[src/rtl/bit_counter_nb.sv]
// bit_counter_nb: multi-cycle bit counter. It counts ones or zeros, or
// leading or trailing zeros, of a captured operand one bit per cycle.
// The result is held on o_result until the next completion.
module bit_counter_nb #(
  parameter  int WIDTH = 16,
  localparam int CW    = $clog2(WIDTH + 1)
) (
  input  logic             i_clk,
  input  logic             i_rst,
  input  logic             i_start,
  input  logic [1:0]       i_mode,
  input  logic [WIDTH-1:0] i_data,
  output logic             o_busy,
  output logic             o_done,
  output logic [CW-1:0]    o_result
);

  typedef enum logic [1:0] {
    IDLE  = 2'd0,
    COUNT = 2'd1,
    DONE  = 2'd2
  } state_t;

  localparam logic [CW-1:0] WIDTH_CW = CW'(WIDTH);

  state_t           state;
  state_t           next;
  logic [WIDTH-1:0] sreg;
  logic [1:0]       mode_q;
  logic [CW-1:0]    count;
  logic [CW-1:0]    idx;
  logic             finish;
  logic [CW-1:0]    final_result;

  // State register; reset takes priority over any start request
  always_ff @(posedge i_clk) begin
    if (i_rst) state <= IDLE;
    else       state <= next;
  end

  // Next-state, termination test, result selection and status outputs
  always_comb begin
    next         = state;
    o_busy       = 1'b0;
    o_done       = 1'b0;
    finish       = 1'b0;
    final_result = count;

    // Population modes stop once no set bits remain, so the loop length
    // tracks the highest set bit rather than the full width.
    case (mode_q)
      2'b00, 2'b01: finish = (sreg == '0);
      2'b10:        finish = sreg[WIDTH-1] || (idx == WIDTH_CW);
      default:      finish = sreg[0]       || (idx == WIDTH_CW);
    endcase

    if (mode_q == 2'b01) final_result = WIDTH_CW - count;

    case (state)
      IDLE: begin
        if (i_start) next = COUNT;
      end
      COUNT: begin
        o_busy = 1'b1;
        if (finish) next = DONE;
      end
      DONE: begin
        o_done = 1'b1;
        next   = IDLE;
      end
      default: next = IDLE;
    endcase
  end

  // Datapath: operand capture, per-cycle shift/count and result latch
  always_ff @(posedge i_clk) begin
    if (i_rst) begin
      sreg     <= '0;
      mode_q   <= '0;
      count    <= '0;
      idx      <= '0;
      o_result <= '0;
    end else begin
      case (state)
        IDLE: begin
          if (i_start) begin
            sreg   <= i_data;
            mode_q <= i_mode;
            count  <= '0;
            idx    <= '0;
          end
        end
        COUNT: begin
          if (finish) begin
            o_result <= final_result;
          end else begin
            case (mode_q)
              2'b00, 2'b01: begin
                count <= count + CW'(sreg[0]);
                sreg  <= sreg >> 1;
              end
              2'b10: begin
                count <= count + 1'b1;
                idx   <= idx + 1'b1;
                sreg  <= sreg << 1;
              end
              default: begin
                count <= count + 1'b1;
                idx   <= idx + 1'b1;
                sreg  <= sreg >> 1;
              end
            endcase
          end
        end
        default: ;
      endcase
    end
  end

endmodule
[config.mk]
export PLATFORM = sky130hd
export DESIGN_NAME = bit_counter_nb
export DESIGN_NICKNAME = d
export VERILOG_FILES = /design/src/rtl/bit_counter_nb.sv
export SDC_FILE = /design/constraint.sdc
export NUM_CORES = 1
export LEC_CHECK = 0
export ABC_AREA = 1
export CAP_MARGIN = 15
export CORE_MARGIN = 4
export CORE_UTILIZATION = 30
export CTS_CLUSTER_DIAMETER = 30
export CTS_CLUSTER_SIZE = 28
export DETAILED_ROUTE_END_ITERATION = 6
export PLACE_DENSITY_LB_ADDON = 0.1
export SLEW_MARGIN = 30
export SYNTH_ARGS = -nofsm -noshare
export SYNTH_HDL_FRONTEND = slang
export SYNTH_SLANG_ARGS = --single-unit
[constraint.sdc]
create_clock -name i_clk -period 1.87 [get_ports i_clk]
set_input_delay 0.374 -clock i_clk [delete_from_list [all_inputs] [get_ports i_clk]]
set_output_delay 0.374 -clock i_clk [all_outputs]
set_load 0.01 [all_outputs]
=== Word-level counts from Yosys, hierarchy flattened ===
Cells that the tools add are included.

* Add/sub/neg operators: 4
* Equality and inequality tests: 9
* Mux-type cells: 18
* Reductions and logical operators: 12

{| class="wikitable"
|+ Operators with widths
! operator !! count
|-
| two-way mux 16 bit || 3
|-
| case mux 16 bit (2 select lines) || 1
|-
| two-way mux 5 bit || 6
|-
| case mux 5 bit (2 select lines) || 2
|-
| logical NOT 16 bit || 1
|-
| adder 5 x 1 -> 5 bit, second input constant || 2
|-
| != test 2 bit, second input constant || 4
|-
| AND reduction 2 bit || 3
|-
| adder 5 x 1 -> 5 bit || 1
|-
| == test 5 bit, second input constant || 1
|-
| subtractor 5 bit, first input constant || 1
|-
| == test 2 x 1 -> 1 bit, second input constant || 2
|-
| == test 2 bit, second input constant || 2
|-
| logical NOT 2 bit || 2
|-
| two-way mux 2 bit || 2
|-
| case mux 2 bit (2 select lines) || 1
|-
| AND reduction 4 bit || 1
|-
| AND reduction 3 bit || 1
|-
| logical OR 1 bit || 2
|-
| two-way mux 1 bit || 2
|-
| case mux 1 bit (2 select lines) || 1
|-
| nonzero test 2 bit || 1
|-
| OR reduction 2 bit || 1
|}

* Register bits: 35
* Input bits: 21
* Output and inout port bits: 7
* Word-level logic and storage cells: 49

=== Depth between registers and ports, before layout ===
* Depth after elaboration: 5
* Gate-level depth with buffers: 11
* Mapped depth without buffers: 10

=== Worst setup path after synthesis ===
No wires, ideal clock.

* Path kind: register to register
* Start point: register idx[0]
* End point: register sreg[10]
* Library setup time: 114 ps
* Data arrival time: 1288 ps
* Setup slack: 468 ps
* Cell stages (with the launch flop): 12
* Path buffers: 1
* Period minus slack after synthesis: 1402 ps
* Cell sequence: dfxtp_1 > inv_1 > ha_1 > nand3_1 > nand2_1 > nand2_1 > nand3_2 > nand2_4 > buf_6 > nand2_1 > nand2_1 > nor2_2

* Word-level cells in the longest chain between the ends: 5
* Elaborated cells on any way between the ends: 6
* Those cells by class: eq/ne (2); mux (1); reduce/logical (3)

{| class="wikitable"
|+ RTL lines
! what !! RTL line !! RTL
|-
| start: declaration || 31 || <nowiki>logic [CW-1:0] idx;</nowiki>
|-
| start signal: assignment || 104 || <nowiki>idx <= idx + 1'b1;</nowiki>
|-
| start signal: assignment || 109 || <nowiki>idx <= idx + 1'b1;</nowiki>
|-
| == test 5 bit (*) || 53, 54 ||
|-
| logical OR 1 bit, on equally long branches || 54, 53 ||
|-
| case mux 1 bit (2 select lines) (*) || 51 || <nowiki>case (mode_q)</nowiki>
|-
| != test 2 bit (no source line) (*) || - ||
|-
| AND reduction 3 bit (no source line) (*) || - ||
|-
| end signal: assignment || 87 || <nowiki>sreg <= i_data;</nowiki>
|-
| end signal: assignment || 100 || <nowiki>sreg <= sreg >> 1;</nowiki>
|-
| end signal: assignment || 105 || <nowiki>sreg <= sreg << 1;</nowiki>
|-
| end: declaration || 28 || <nowiki>logic [WIDTH-1:0] sreg;</nowiki>
|}

Mark *: on every way between the ends. The rest lies on a longest branch, timed or not.
A chain may end at the register's enable or synchronous reset.

=== Final worst setup path ===
* Start point: register state[1]
* End point: output o_busy

* Word-level cells in the longest chain between the ends: 2

{| class="wikitable"
|+ RTL lines
! what !! RTL line !! RTL
|-
| start: declaration || 26 || <nowiki>state_t state;</nowiki>
|-
| start signal: assignment || 38 || <nowiki>else state <= next;</nowiki>
|-
| == test 2 x 1 -> 1 bit || 59 || <nowiki>case (state)</nowiki>
|-
| two-way mux 1 bit || 59 ||
|-
| end: declaration || 13 || <nowiki>output logic o_busy,</nowiki>
|}

Every way passes these cells.

==> flow_summary.yaml <==
route:
  vias: 1915
  routed_wl_um: 5180
  avgViaCountPerCell: 4.69
  wire_per_inst_um: 12.7
  drt_iter0_drc: 35
  drc_errors: 0
  dr.pass1.iters: 4
  ant_nets: 0
cts:
  numCtsBuffers: 5
  root_buffer: "clkbuf_8"
  clock_latency_ns: 0.28
  path_clk_slew_ns: 0.07
  clkSinkCount: 35
  cts_htree_levels: 2
  cts_tree: "done"
  postCtsHoldBufs: 0
  cts.path.max_buffers: 2
synth:
  synth_top_family_by_area: "simple AND/OR/NAND/NOR gates"
  yosys.cell_types.count: 30
  synth_compound_area_share_pct: 16.4
  synthSimpleGateAreaFrac_pct: 31.7
  synth_ff_type: "dfxtp_1"
  synth_mux_area_share_pct: 1.48
  ys_seq_area_share_pct: 34.6
  synth_cells: 301
  synth_edf_count: 0
  async_flop_share_pct: 0
  yosysMostFrequentCell: "nor2_1"
  netlist_top_cells_count: "nor2_1 (67), nand2_1 (56), dfxtp_1 (35)"
  synth.area.top_cells: "dfxtp_1 (35%), nor2_1 (12%), nand2_1 (10%)"
  yosysTopAreaCell: "dfxtp_1"
  synth_xor_area_share_pct: 3.03
  syn_nets: 327
  synth.avg_cell_area_sq_um: 6.72
  synth_area_sq_um: 2020
  ys_ff_latch: 35
  ys_warn_count: 0
  synth_adder_area_share_pct: 3.09
  synth_top_area_share_pct: 34.6
global_routing:
  grt_max_degree: 29
  grt_usage_pct: 13.4
  grt_overflow: 0
  antenna_found_initial: 0
  grt_pass1_wl_um: 8990
  grt_pass1_vias: 1890
power_and_ir_drop:
  total_power_w: 0.00203
  powerDensity_nw_per_um2: 815
  vdd_drop_max_mv: 0.282
  leakage_nw: 1.06
hold_path:
  hold_path.startpoint: "o_result[2]"
  hold_path_class: "reg -> reg"
die:
  die_x_um: 90.1
  pin_count: 28
  initial_core_util_pct: 31.3
  die_y_um: 90.1
  row_count: 29
  core_sq_um: 6460
  die_area_sq_um: 8120
sta:
  slew_viol_final: 0
  rsz0062_at_grt: "no"
  tns_ns: 0
  setup_ws_ns: 0.145
  period_share_pct: 92.2
  tightestPinTransition_ns: 0.404
  finalSetupViolations: 0
  clock_skew_ns: 0.00438
  fin_crit_ns: 1.72
  relSlewSlack_pct: 72.9
  fmax_ghz: 0.580
  finalHoldViolCount: 0
worst_setup_path:
  startpoint_type: "flop"
  crit_start: "state[1]"
  crit_buf_inv: 3
  path_cells: "inv_1, nand2_1, inv_4, clkdlybuf4s50_1"
  cpMaxStageDelayCell: "clkdlybuf4s50_1"
  crit_type: "reg -> out"
  critical_path_arrival_ns: 1.35
  cpPeakStageDelay_ns: 0.52
  crit_required_ns: 1.50
  reg2reg_from: "idx[0]"
  crit_path_end_kind: "output port"
  path_delay_family: "buffers and inverters"
  critPathMaxFanout: 2
finish:
  area_delta_synth_final_pct: 22.9
  nets: 356
  drive_gt1_share_pct: 9.67
  antenna_cells: 0
place:
  place_congestion: 0.815
  portBuffers: 27
  hpwl_um: 3720
  dp_slack_ns: 0.164
flow_run:
  drv_cap: 0
outcome:
  outcome: "completed"
registers in the layout, indices dropped and copies added (netlist names):
signal,count
count,5
idx,5
mode_q,2
o_result,5
sreg,16
state,2
kinds of logic (layout without fill, tap and decap cells):
logic type	count (synthesis)	in the layout
AOI/OAI and AO/OA	59	59
and+or+nand+nor	153	153
DFF	35	35
buffers and inverters	39	69
xor gates and xnor gates	7	7
adders and majority gates	5	5
muxes	3	3
what timing repair did:
action,in CTS,in global routing
endpoints found under the setup margin,0,1
hold endpoints to repair,0,0
resized for setup,0,1
setup buffers,0,2
per-layer routing:
layer | vias up | routed length, um | global-route usage (%)
met5 | - | 0 | 0
met4 | 0 | 55 | 3.57
met3 | 6 | 164 | 3.01
met2 | 33 | 2380 | 22.1
met1 | 851 | 2580 | 17.6
li1 | 1025 | - | -
cell type report:
cell class              count  area, sq um
well taps                  77         96.3
clock buffers               8          100
fillers                   733         3970
repair buffers             37          370
flip-flops and latches     35          701
inverters                  24         92.6
multi-input cells         227         1130
worst reg2reg max path: stages (launching register included):
cell and delay (ns):
dfxtp_1 0.36, inv_1 0.08, ha_1 0.20, nand3_1 0.09, nand2_1 0.06, nand2_1 0.10
nand3_2 0.17, nand2_4 0.13, buf_4 0.20, nand2_1 0.07, nand2_1 0.07, nor2_2 0.03
layout by cell type (no fill, tap or decap):
| cell type | netlist | routed |
|---|---|---|
| xnor2_1 | 1 | 1 |
| o21ai_1 | 3 | 3 |
| o31ai_1 | 1 | 1 |
| nor3_1 | 2 | 2 |
| clkbuf_1 | 2 | 1 |
| xor2_1 | 6 | 6 |
| a21oi_1 | 15 | 15 |
| a21oi_2 | 1 | 1 |
| inv_1 | 21 | 21 |
| o21ai_0 | 29 | 29 |
| clkbuf_8 | 0 | 7 |
| inv_2 | 3 | 2 |
| nand2_1 | 56 | 56 |
| nor2_2 | 3 | 3 |
| and2_1 | 2 | 2 |
| inv_4 | 0 | 1 |
| nor2_1 | 67 | 67 |
| nand2_4 | 1 | 1 |
| dfxtp_1 | 35 | 35 |
| buf_4 | 1 | 8 |
| nand2_2 | 4 | 4 |
| nand4_1 | 1 | 1 |
| nand3_1 | 15 | 15 |
| a2bb2oi_1 | 3 | 3 |
| clkdlybuf4s50_1 | 0 | 27 |
| mux2i_1 | 3 | 3 |
| nand3_2 | 2 | 2 |
| a22oi_1 | 6 | 6 |
| o21ai_2 | 1 | 1 |
| ha_1 | 5 | 5 |
| buf_12 | 0 | 2 |
report_power, final:
part / internal (W) / leakage [nW] / switching (W) / total (W)
Combinational: 0.000228 / 0.717 / 0.000300 / 0.000528
Clock: 0.000337 / 0.0515 / 0.000278 / 0.000615
Sequential: 0.000815 / 0.288 / 0.0000685 / 0.000883
worst paths after layout:
| kind | to | slack (ns) | depth (start not counted) |
|---|---|---|---|
| setup reg to reg | sreg[3] | 0.22 | 11 |
| setup / recovery | o_busy | 0.15 | 4 |
| hold reg to reg | o_result[2] | 0.46 | 2 |
| hold / removal | o_result[2] | 0.46 | 2 |
stage by stage:
stage	utilization (%)	cells	hold slack (ns)	cell area, sq um
finish	38.5	408	0.462	2490
floorplan	-	301	0.466	2020
CTS	38.2	406	0.465	2470
global route	38.5	408	0.478	2490
global placement	36.7	398	0.451	2370
detailed placement	36.7	398	0.454	2370
Note: power is estimated with default switching activity, not from simulation.
